File: config.mk
export PLATFORM = sky130hd
export DESIGN_NAME = ioctl_upload_tx
export DESIGN_NICKNAME = d
export VERILOG_FILES = /design/src/rtl/ioctl_pkg.sv /design/src/rtl/spi_edge_sync.sv /design/src/rtl/ioctl_upload_tx.sv
export SDC_FILE = /design/constraint.sdc
export NUM_CORES = 1
export LEC_CHECK = 0
export ABC_AREA = 1
export CAP_MARGIN = 5
export CORE_ASPECT_RATIO = 1.1
export CORE_MARGIN = 2
export CORE_UTILIZATION = 49
export DETAILED_ROUTE_END_ITERATION = 10
export GPL_TIMING_DRIVEN = 0
export PLACE_DENSITY_LB_ADDON = 0.2
export SLEW_MARGIN = 10
export SYNTH_ARGS = -nofsm -noshare
export SYNTH_HDL_FRONTEND = slang
export SYNTH_HIERARCHICAL = 1
export SYNTH_SLANG_ARGS = --single-unit
File: constraint.sdc
create_clock -name clk_sys -period 1.95 [get_ports clk_sys]
set_clock_uncertainty 0.2 [all_clocks]
set_input_delay 0.39 -clock clk_sys [delete_from_list [all_inputs] [get_ports clk_sys]]
set_output_delay 0.39 -clock clk_sys [all_outputs]
set_load 0.005 [all_outputs]
File: src/rtl/ioctl_pkg.sv
// Shared constants and types for the ioctl SPI channel (download and upload paths).
package ioctl_pkg;

   localparam logic [7:0] CMD_UPLOAD      = 8'h58;
   localparam logic [7:0] CMD_FILE_TX     = 8'h53;
   localparam logic [7:0] CMD_FILE_TX_DAT = 8'h54;
   localparam logic [7:0] CMD_FILE_INDEX  = 8'h55;

   typedef enum logic [1:0] {
      IDLE,
      CMD,
      XFER,
      IGNORE
   } ioctl_tx_state_t;

endpackage

File: src/rtl/spi_edge_sync.sv
// Brings the asynchronous SPI pins into clk_sys and flags SCK edges.
// A pin change acts on logic three clk_sys edges later.
module spi_edge_sync (
   input  logic clk_sys,
   input  logic reset,
   input  logic i_sck,
   input  logic i_ss,
   input  logic i_di,
   output logic o_ss,
   output logic o_di,
   output logic o_sck_rise,
   output logic o_sck_fall
);

   logic r_sck_meta, r_sck_sync, r_sck_prev;
   logic r_ss_meta, r_ss_sync;
   logic r_di_meta, r_di_sync;

   always_ff @(posedge clk_sys) begin
      if (reset) begin
         r_sck_meta <= 1'b0;
         r_sck_sync <= 1'b0;
         r_sck_prev <= 1'b0;
         // Deselected after reset so the FSM parks in IDLE.
         r_ss_meta  <= 1'b1;
         r_ss_sync  <= 1'b1;
         r_di_meta  <= 1'b0;
         r_di_sync  <= 1'b0;
      end else begin
         r_sck_meta <= i_sck;
         r_sck_sync <= r_sck_meta;
         r_sck_prev <= r_sck_sync;
         r_ss_meta  <= i_ss;
         r_ss_sync  <= r_ss_meta;
         r_di_meta  <= i_di;
         r_di_sync  <= r_di_meta;
      end
   end

   assign o_ss       = r_ss_sync;
   assign o_di       = r_di_sync;
   assign o_sck_rise = r_sck_sync & ~r_sck_prev;
   assign o_sck_fall = ~r_sck_sync & r_sck_prev;

endmodule

File: src/rtl/ioctl_upload_tx.sv
// SPI-slave upload transmitter: after CMD_UPLOAD, streams core RAM bytes MSB-first on SPI_DO
// (mode 0), prefetching each byte through ioctl_rd/ioctl_addr/ioctl_din.
module ioctl_upload_tx #(
   parameter int unsigned ADDR_W     = 16,
   parameter int unsigned UPLOAD_LEN = 1024,
   parameter logic [7:0]  CMD_UPLOAD = ioctl_pkg::CMD_UPLOAD
) (
   input  logic              clk_sys,
   input  logic              reset,
   input  logic              SPI_SCK,
   input  logic              SPI_SS,
   input  logic              SPI_DI,
   output logic              SPI_DO,
   output logic              spi_do_en,
   output logic              ioctl_upload,
   output logic              ioctl_rd,
   output logic [ADDR_W-1:0] ioctl_addr,
   input  logic [7:0]        ioctl_din,
   input  logic              upload_req,
   output logic              upload_pending
);

   import ioctl_pkg::*;

   localparam logic [ADDR_W-1:0] LAST_ADDR = ADDR_W'(UPLOAD_LEN - 1);

   logic w_ss, w_di, w_sck_rise, w_sck_fall;
   logic [7:0] w_cmd_byte;
   logic w_cmd_done, w_accept, w_load, w_shift;

   ioctl_tx_state_t r_state, w_state_next;

   logic [2:0]        r_bitcnt;
   logic [6:0]        r_cmd;
   logic [7:0]        r_shreg;
   logic [7:0]        r_hold;
   logic              r_rd;
   logic              r_rd_q;
   logic              r_eob;
   logic [ADDR_W-1:0] r_addr;
   logic              r_upload;
   logic              r_do_en;
   logic              r_pending;

   spi_edge_sync u_sync (
      .clk_sys    (clk_sys),
      .reset      (reset),
      .i_sck      (SPI_SCK),
      .i_ss       (SPI_SS),
      .i_di       (SPI_DI),
      .o_ss       (w_ss),
      .o_di       (w_di),
      .o_sck_rise (w_sck_rise),
      .o_sck_fall (w_sck_fall)
   );

   always_comb begin
      w_cmd_byte = {r_cmd, w_di};
      w_cmd_done = (r_state == CMD) && !w_ss && w_sck_rise && (r_bitcnt == 3'd7);
      w_accept   = w_cmd_done && (w_cmd_byte == CMD_UPLOAD);
      w_load     = (r_state == XFER) && !w_ss && w_sck_fall && (r_bitcnt == 3'd0);
      w_shift    = (r_state == XFER) && !w_ss && w_sck_fall && (r_bitcnt != 3'd0);
   end

   always_comb begin
      w_state_next = r_state;
      if (w_ss) begin
         w_state_next = IDLE;
      end else begin
         unique case (r_state)
            IDLE:   w_state_next = CMD;
            CMD:    if (w_cmd_done) w_state_next = w_accept ? XFER : IGNORE;
            XFER:   w_state_next = XFER;
            IGNORE: w_state_next = IGNORE;
         endcase
      end
   end

   always_ff @(posedge clk_sys) begin
      if (reset) r_state <= IDLE;
      else       r_state <= w_state_next;
   end

   always_ff @(posedge clk_sys) begin
      if (reset) begin
         r_bitcnt  <= 3'd0;
         r_cmd     <= 7'd0;
         r_shreg   <= 8'd0;
         r_hold    <= 8'd0;
         r_rd      <= 1'b0;
         r_rd_q    <= 1'b0;
         r_eob     <= 1'b0;
         r_addr    <= '0;
         r_upload  <= 1'b0;
         r_do_en   <= 1'b0;
         r_pending <= 1'b0;
      end else begin
         r_rd   <= 1'b0;
         r_rd_q <= r_rd;
         if (r_rd_q) r_hold <= ioctl_din;

         // A new request wins over the clear from an accepted command.
         if (upload_req)    r_pending <= 1'b1;
         else if (w_accept) r_pending <= 1'b0;

         if (w_ss) begin
            r_upload <= 1'b0;
            r_do_en  <= 1'b0;
            r_bitcnt <= 3'd0;
         end else begin
            if (r_state == IDLE) begin
               r_bitcnt <= 3'd0;
            end else if (w_sck_rise && (r_state == CMD || r_state == XFER)) begin
               r_bitcnt <= r_bitcnt + 3'd1;
            end

            if (r_state == CMD && w_sck_rise) r_cmd <= w_cmd_byte[6:0];

            if (w_accept) begin
               r_upload <= 1'b1;
               r_do_en  <= 1'b1;
               r_addr   <= '0;
               r_rd     <= 1'b1;
               r_shreg  <= 8'd0;
               r_eob    <= 1'b0;
            end

            if (w_load) begin
               if (r_eob) begin
                  r_shreg <= 8'hFF;
               end else begin
                  r_shreg <= r_hold;
                  // Last buffer byte: freeze the address and stop prefetching.
                  if (r_addr == LAST_ADDR) begin
                     r_eob <= 1'b1;
                  end else begin
                     r_addr <= r_addr + 1'b1;
                     r_rd   <= 1'b1;
                  end
               end
            end else if (w_shift) begin
               r_shreg <= {r_shreg[6:0], 1'b0};
            end
         end
      end
   end

   assign SPI_DO         = (r_state == XFER) ? r_shreg[7] : 1'b0;
   assign spi_do_en      = r_do_en;
   assign ioctl_upload   = r_upload;
   assign ioctl_rd       = r_rd;
   assign ioctl_addr     = r_addr;
   assign upload_pending = r_pending;

endmodule
==> results of run 1 <==
## power by group
group	total (W)	internal [W]	switching, W	leakage [nW]
combinational	0.0000798	0.0000381	0.0000418	0.807
clock	0.000754	0.000382	0.000372	0.0552
sequential	0.00115	0.00115	0.00000345	0.458
## through the flow
stage / cells / area, sq um / hold WS (ps)
2_1_floorplan: 360 / 2640 / 186
3_3_place_gp: 469 / 3070 / 190
3_5_place_dp: 469 / 3070 / 196
4_1_cts: 481 / 3220 / 209
5_1_grt: 483 / 3300 / 232
6_report: 483 / 3300 / 207
## cell families (layout without fill, tap and decap cells)
family / Yosys count / in the layout
and+or+nand+nor: 165 / 166
adders and majority gates: 8 / 8
buffers and inverters: 52 / 99
AOI/OAI and AO/OA: 78 / 78
xor gates and xnor gates: 1 / 1
DFF: 56 / 56
## state kept, by name, indices dropped and copies added, names as in the netlist, 2 cells and up
register	cells
ioctl_addr	16
r_hold	8
r_shreg	8
r_cmd	7
r_bitcnt	3
r_state	2
## cells in the final DEF (no fill, tap or decap), types with 2 or more instances in the layout
master | Yosys | routed
a21oi_1 | 22 | 22
a21oi_2 | 7 | 7
a31oi_1 | 7 | 7
buf_4 | 1 | 6
buf_6 | 3 | 3
clkbuf_1 | 4 | 3
clkbuf_2 | 0 | 2
clkbuf_8 | 0 | 5
clkdlybuf4s50_1 | 0 | 32
dfxtp_1 | 56 | 47
dfxtp_2 | 0 | 8
ha_1 | 8 | 5
ha_4 | 0 | 2
inv_1 | 35 | 33
inv_2 | 8 | 9
nand2_1 | 66 | 65
nand2_2 | 5 | 6
nand2_4 | 2 | 3
nand3_1 | 17 | 17
nand3_4 | 0 | 2
nand4_1 | 3 | 3
nor2_1 | 60 | 59
nor2_2 | 2 | 2
nor2_4 | 2 | 3
nor3_1 | 2 | 2
o21ai_0 | 36 | 36
o21ai_1 | 2 | 2
## final cells by class
class                           instances  area [sq um]
Multi-Input combinational cell        253          1360
Fill cell                             480          1990
Tap cell                               75          93.8
Inverter                               43           165
Clock buffer                            6          72.6
Buffer                                  9          62.6
Timing Repair Buffer                   39           379
Sequential cell                        56          1130
Clock inverter                          2          35.0
## critical path, cell delays in order (launching register included)
cell and delay (ps):
dfxtp_1 380, buf_4 120, clkdlybuf4s50_1 480
## metal layers
layer | routed length [microns] | GRT usage, %
met1 | 2510 | 25.0
met2 | 2680 | 33.0
met3 | 266 | 4.09
met4 | 136 | 8.73
met5 | 0 | 0
## worst max path at each step
stage / start / to / slack [ps] / depth (start not counted)
final: spi_do_en / spi_do_en / 70 / 2
after floorplan: r_state[0] / ioctl_addr[14] / 130 / 12
after detailed placement: reset / r_hold[6] / -490 / 6
after global placement: reset / r_cmd[6] / -480 / 6
after CTS: r_state[0] / ioctl_addr[4] / 7 / 12
after global routing: r_bitcnt[0] / ioctl_addr[14] / 1 / 12
## what timing repair did
item / in CTS / in global routing
gates cloned: 0 / 1
resized for setup: 9 / 17
hold buffers: 0 / 0
setup buffers: 4 / 1
setup endpoints to repair: 33 / 40
pin swaps: 3 / 4
==> reports/summary.txt, run 1 <==
Slew Viols, Final = 0
Sink Count = 56
ranking of synthesized cells by area = dfxtp_1 (43%), nand2_1 (9.4%), nor2_1 (8.5%)
Cells on Worst Hold Path = 2
Total Routing Usage GR = 20.0%
Setup WS post-layout = 66.4 ps
critical path class = flip-flop to output pin
global route overflow = 0
Register-to-Register Path Depth = 12
most frequent cell after synthesis = nand2_1
worst-case clock buffer depth = 2
Synth Area in Adders = 3.80%
sequential share of the synthesized area = 42.5%
initial antenna violation count = 0
DR vias = 2,401
Final Hold Viols = 0
Netlist Area Pre-Place = 2640 sq um
measured slew at the worst slew-check pin = 592 ps
Die ar. = 5980 sq um
Die Y = 80.9 microns
largest area contributor in the netlist = dfxtp_1
setup TNS = 0 ps
number of global-route vias before repair = 2,113
Synth Area per Inst = 7.32 sq um
Crit path arrival time = 1290 ps
CTS tree = yes
gpl congestion = 0.826
core area = 5290 sq um
CTS Buf Count = 5
syn nets = 382
multiplexer share of the synthesized area = 0%
CP required = 1360 ps
Yosys warning count = 6
Die Wd = 73.9 microns
DRT antenna net count = 0
CP startpoint kind = flip-flop
worst slack at placement = -489 ps
Syn Inst Count = 360
total power = 0.00199 W
Tmin final = 1880 ps
Max Freq = 0.531 GHz
relative slew slack = 60.5%
I/O pin total = 35
drt first pass iters = 4
Reg2Reg Setup Slack = 100 ps
most instantiated cells after synthesis = nand2_1 (66), nor2_1 (60), dfxtp_1 (56)
synth unique cells = 32
diode count = 0
Synth Area in Compound Gates = 16.5%
Hold EP = u_sync/o_ss
status = completed
largest family of logic cells by synthesized area = simple AND/OR/NAND/NOR gates
Max-Cap Viols = 0
Worst VDD drop = 0.473 mV
Layout Nets = 429
clock slew at reported path FFs = 100 ps
Clock Latency Late Sink = 310 ps
Area Overhead vs Synth = 25.2%
first-pass GRT wire length = 9320 microns
simple-gate area share of the yosys netlist = 28.4%
leakage power = 1.32 nW
Yosys reg bits = 56
vias per cell = 4.97
largest net degree at the start of global routing = 17
min-delay src = u_sync/r_ss_meta
Min-Delay Path Class = flip-flop to flip-flop
num rows = 28
final setup violation count = 0
1st-iter DRT viols = 92
dominant synthesized flop cell = dfxtp_1
RR Startpoint = r_state[0]
Detailed Route WL = 5600 microns
Routed wire per std cell = 11.6 microns
DR DRC count = 0
Root Buffer = clkbuf_8
Post-Synth XOR/XNOR Area = 0.332%
Yosys top cell area share = 42.5%
fin crit share = 96.6%
RSZ-0062 raised after global routing = false
CTS H-tree lvls = 2
R2R Path End = ioctl_addr[6]
Async S/R FF share, synth = 0%
Worst Setup End Kind = output pin
PortBufs = 34
crit-path max FO = 3
number of synthesized flops with an enable pin = 0
DP Wirelength = 3870 microns
Initial Utilization = 49.8%
Finished Core Util = 62.4%
layout cells sized above 1 = 16.2%
Cell Pwr Density = 602 nW/um^2
Power figures use the tool's default switching activity.
==> run 2: changes to the inputs <==
--- a/config.mk
+++ b/config.mk
@@ -6,13 +6,13 @@
 export NUM_CORES = 1
 export LEC_CHECK = 0
 export ABC_AREA = 1
-export CAP_MARGIN = 5
 export CORE_ASPECT_RATIO = 1.1
 export CORE_MARGIN = 2
 export CORE_UTILIZATION = 49
 export DETAILED_ROUTE_END_ITERATION = 10
 export GPL_TIMING_DRIVEN = 0
 export PLACE_DENSITY_LB_ADDON = 0.2
+export RECOVER_POWER = 100
 export SLEW_MARGIN = 10
 export SYNTH_ARGS = -nofsm -noshare
 export SYNTH_HDL_FRONTEND = slang
==> reports/summary.txt, run 2 (same netlist as run 1, synthesis figures left out) <==
Area Overhead vs Synth = 24.9%
Total Routing Usage GR = 20.0% (unchanged)
Routed wire per std cell = 11.6 microns (about the same)
num rows = 28 (unchanged)
Initial Utilization = 49.8% (unchanged)
Max Freq = 0.532 GHz (+0.12%)
Die Wd = 73.9 microns (unchanged)
Sink Count = 56 (unchanged)
DRT antenna net count = 0 (unchanged)
drt first pass iters = 4 (unchanged)
final setup violation count = 0 (unchanged)
core area = 5290 sq um (unchanged)
RSZ-0062 raised after global routing = false
CP required = 1360 ps (about the same)
Root Buffer = clkbuf_8
status = completed
total power = 0.00198 W (-0.26%)
fin crit share = 96.5% (-0.12 points)
CP startpoint kind = flip-flop
vias per cell = 4.97 (about the same)
Largest register FFs = 16 (unchanged)
critical path class = flip-flop to output pin
initial antenna violation count = 0 (unchanged)
CTS Buf Count = 5 (unchanged)
commonest non-fill, non-tap cell in the layout = nand2_1
relative slew slack = 60.6% (+0.061 points)
Clock Latency Late Sink = 310 ps (about the same)
number of fill cells = 483 (+0.63%)
Final Hold Viols = 0 (unchanged)
crit-path max FO = 3 (unchanged)
Slew Viols, Final = 0 (unchanged)
DR vias = 2,402 (+0.042%)
worst-case clock buffer depth = 2 (unchanged)
Tmin final = 1880 ps (-2.33 ps)
leakage power = 1.32 nW (-0.27%)
Min-Delay Path Class = flip-flop to flip-flop
crit path buf inv count = 2 (unchanged)
Max-Cap Viols = 0 (unchanged)
Worst path top cell family by delay = buffers and inverters
Die Y = 80.9 microns (unchanged)
measured slew at the worst slew-check pin = 591 ps (-0.918 ps)
CTS H-tree lvls = 2 (unchanged)
Layout Nets = 429 (unchanged)
global route overflow = 0 (unchanged)
DR DRC count = 0 (unchanged)
diode count = 0 (unchanged)
Crit path arrival time = 1290 ps (about the same)
DP Wirelength = 3870 microns (unchanged)
Largest stage delay, worst path = 480 ps (about the same)
most frequent cells in the layout = nand2_1 (65), nor2_1 (59), dfxtp_1 (47)
CP Cell Sequence = buf_4, clkdlybuf4s50_1
Worst VDD drop = 0.464 mV (-1.9%)
Detailed Route WL = 5600 microns (about the same)
Cell Pwr Density = 602 nW/um^2 (about the same)
layout cells sized above 1 = 15.9% (-0.25 points)
Die ar. = 5980 sq um (unchanged)
1st-iter DRT viols = 93 (+1.1%)
PortBufs = 34 (unchanged)
first-pass GRT wire length = 9320 microns (unchanged)
I/O pin total = 35 (unchanged)
setup TNS = 0 ps (unchanged)
CTS tree = yes
clock slew at reported path FFs = 100 ps (about the same)
gpl congestion = 0.826 (unchanged)
number of global-route vias before repair = 2,113 (unchanged)
slowest library cell on the worst path = clkdlybuf4s50_1
Worst Setup End Kind = output pin
largest net degree at the start of global routing = 17 (unchanged)
run 2: cell types whose count changed in the layout (fill, tap and decap cells not counted), sizes merged:
cell / previous run / this run
clkdlybuf4s50: 32 / 27
dlygate4sd3: 0 / 5
clkbuf: 10 / 11
dlymetal6s2s: 1 / 0
run 2: routing by layer:
layer | GRT usage, % | up-vias | wire length [microns]
li1 | - | 1252 | -
met4 | 8.73 | 0 | 136
met3 | 4.09 | 11 | 223
met2 | 33.0 | 51 | 2670
met5 | 0 | - | 0
met1 | 25.0 | 1088 | 2570
run 2: final timing paths:
kind / depth (start not counted) / slack, ps / startpoint / end
setup / recovery: 2 / 70 / spi_do_en / spi_do_en
hold / removal: 2 / 210 / u_sync/r_di_meta / u_sync/o_di
setup reg to reg: 12 / 100 / r_state[0] / ioctl_addr[14]
hold reg to reg: 2 / 210 / u_sync/r_di_meta / u_sync/o_di
run 2: area by class of cell:
cell class / count / area, sq um / share of cell area (%)
clock buffer: 6 / 72.6 / 2.21
buffer: 9 / 62.6 / 1.90
tap: 75 / 93.8 / 2.85
timing repair buffer: 39 / 370 / 11.3
inverter: 43 / 165 / 5.02
clock inverter: 2 / 35.0 / 1.06
multi-input combinational: 253 / 1360 / 41.2
sequential: 56 / 1130 / 34.5
run 2: tightest hold or removal path, stage by stage, from the launching register on:
cell and delay (ps):
dfxtp_1 310, inv_1 40, nor2_1 30
run 2: power by group:
part           total [W]  internal [W]  switching (W)
sequential       0.00115       0.00115     0.00000339
combinational  0.0000769     0.0000352      0.0000417
clock           0.000752      0.000382       0.000370
run 2: metrics by stage:
| stage | hold WS [ps] | util (%) | cells | instance area (sq um) | setup WS, ps |
|---|---|---|---|---|---|
| 2_1_floorplan | 186 | - | 360 | 2640 | 135 |
| 3_3_place_gp | 190 | 58.0 | 469 | 3070 | -482 |
| 3_5_place_dp | 196 | 58.0 | 469 | 3070 | -489 |
| 4_1_cts | 209 | 60.9 | 481 | 3220 | 6.57 |
| 5_1_grt | 232 | 62.2 | 483 | 3290 | 1.23 |
| 6_report | 208 | 62.2 | 483 | 3290 | 68.8 |
run 2: timing repair:
| item | CTS | global route |
|---|---|---|
| setup endpoints to repair | 33 | 40 |
| pin swaps | 3 | 4 |
| gates resized for setup | 9 | 17 |
| buffers inserted | 4 | 1 |
| gates cloned | 0 | 1 |
| hold buffers | 0 | 0 |
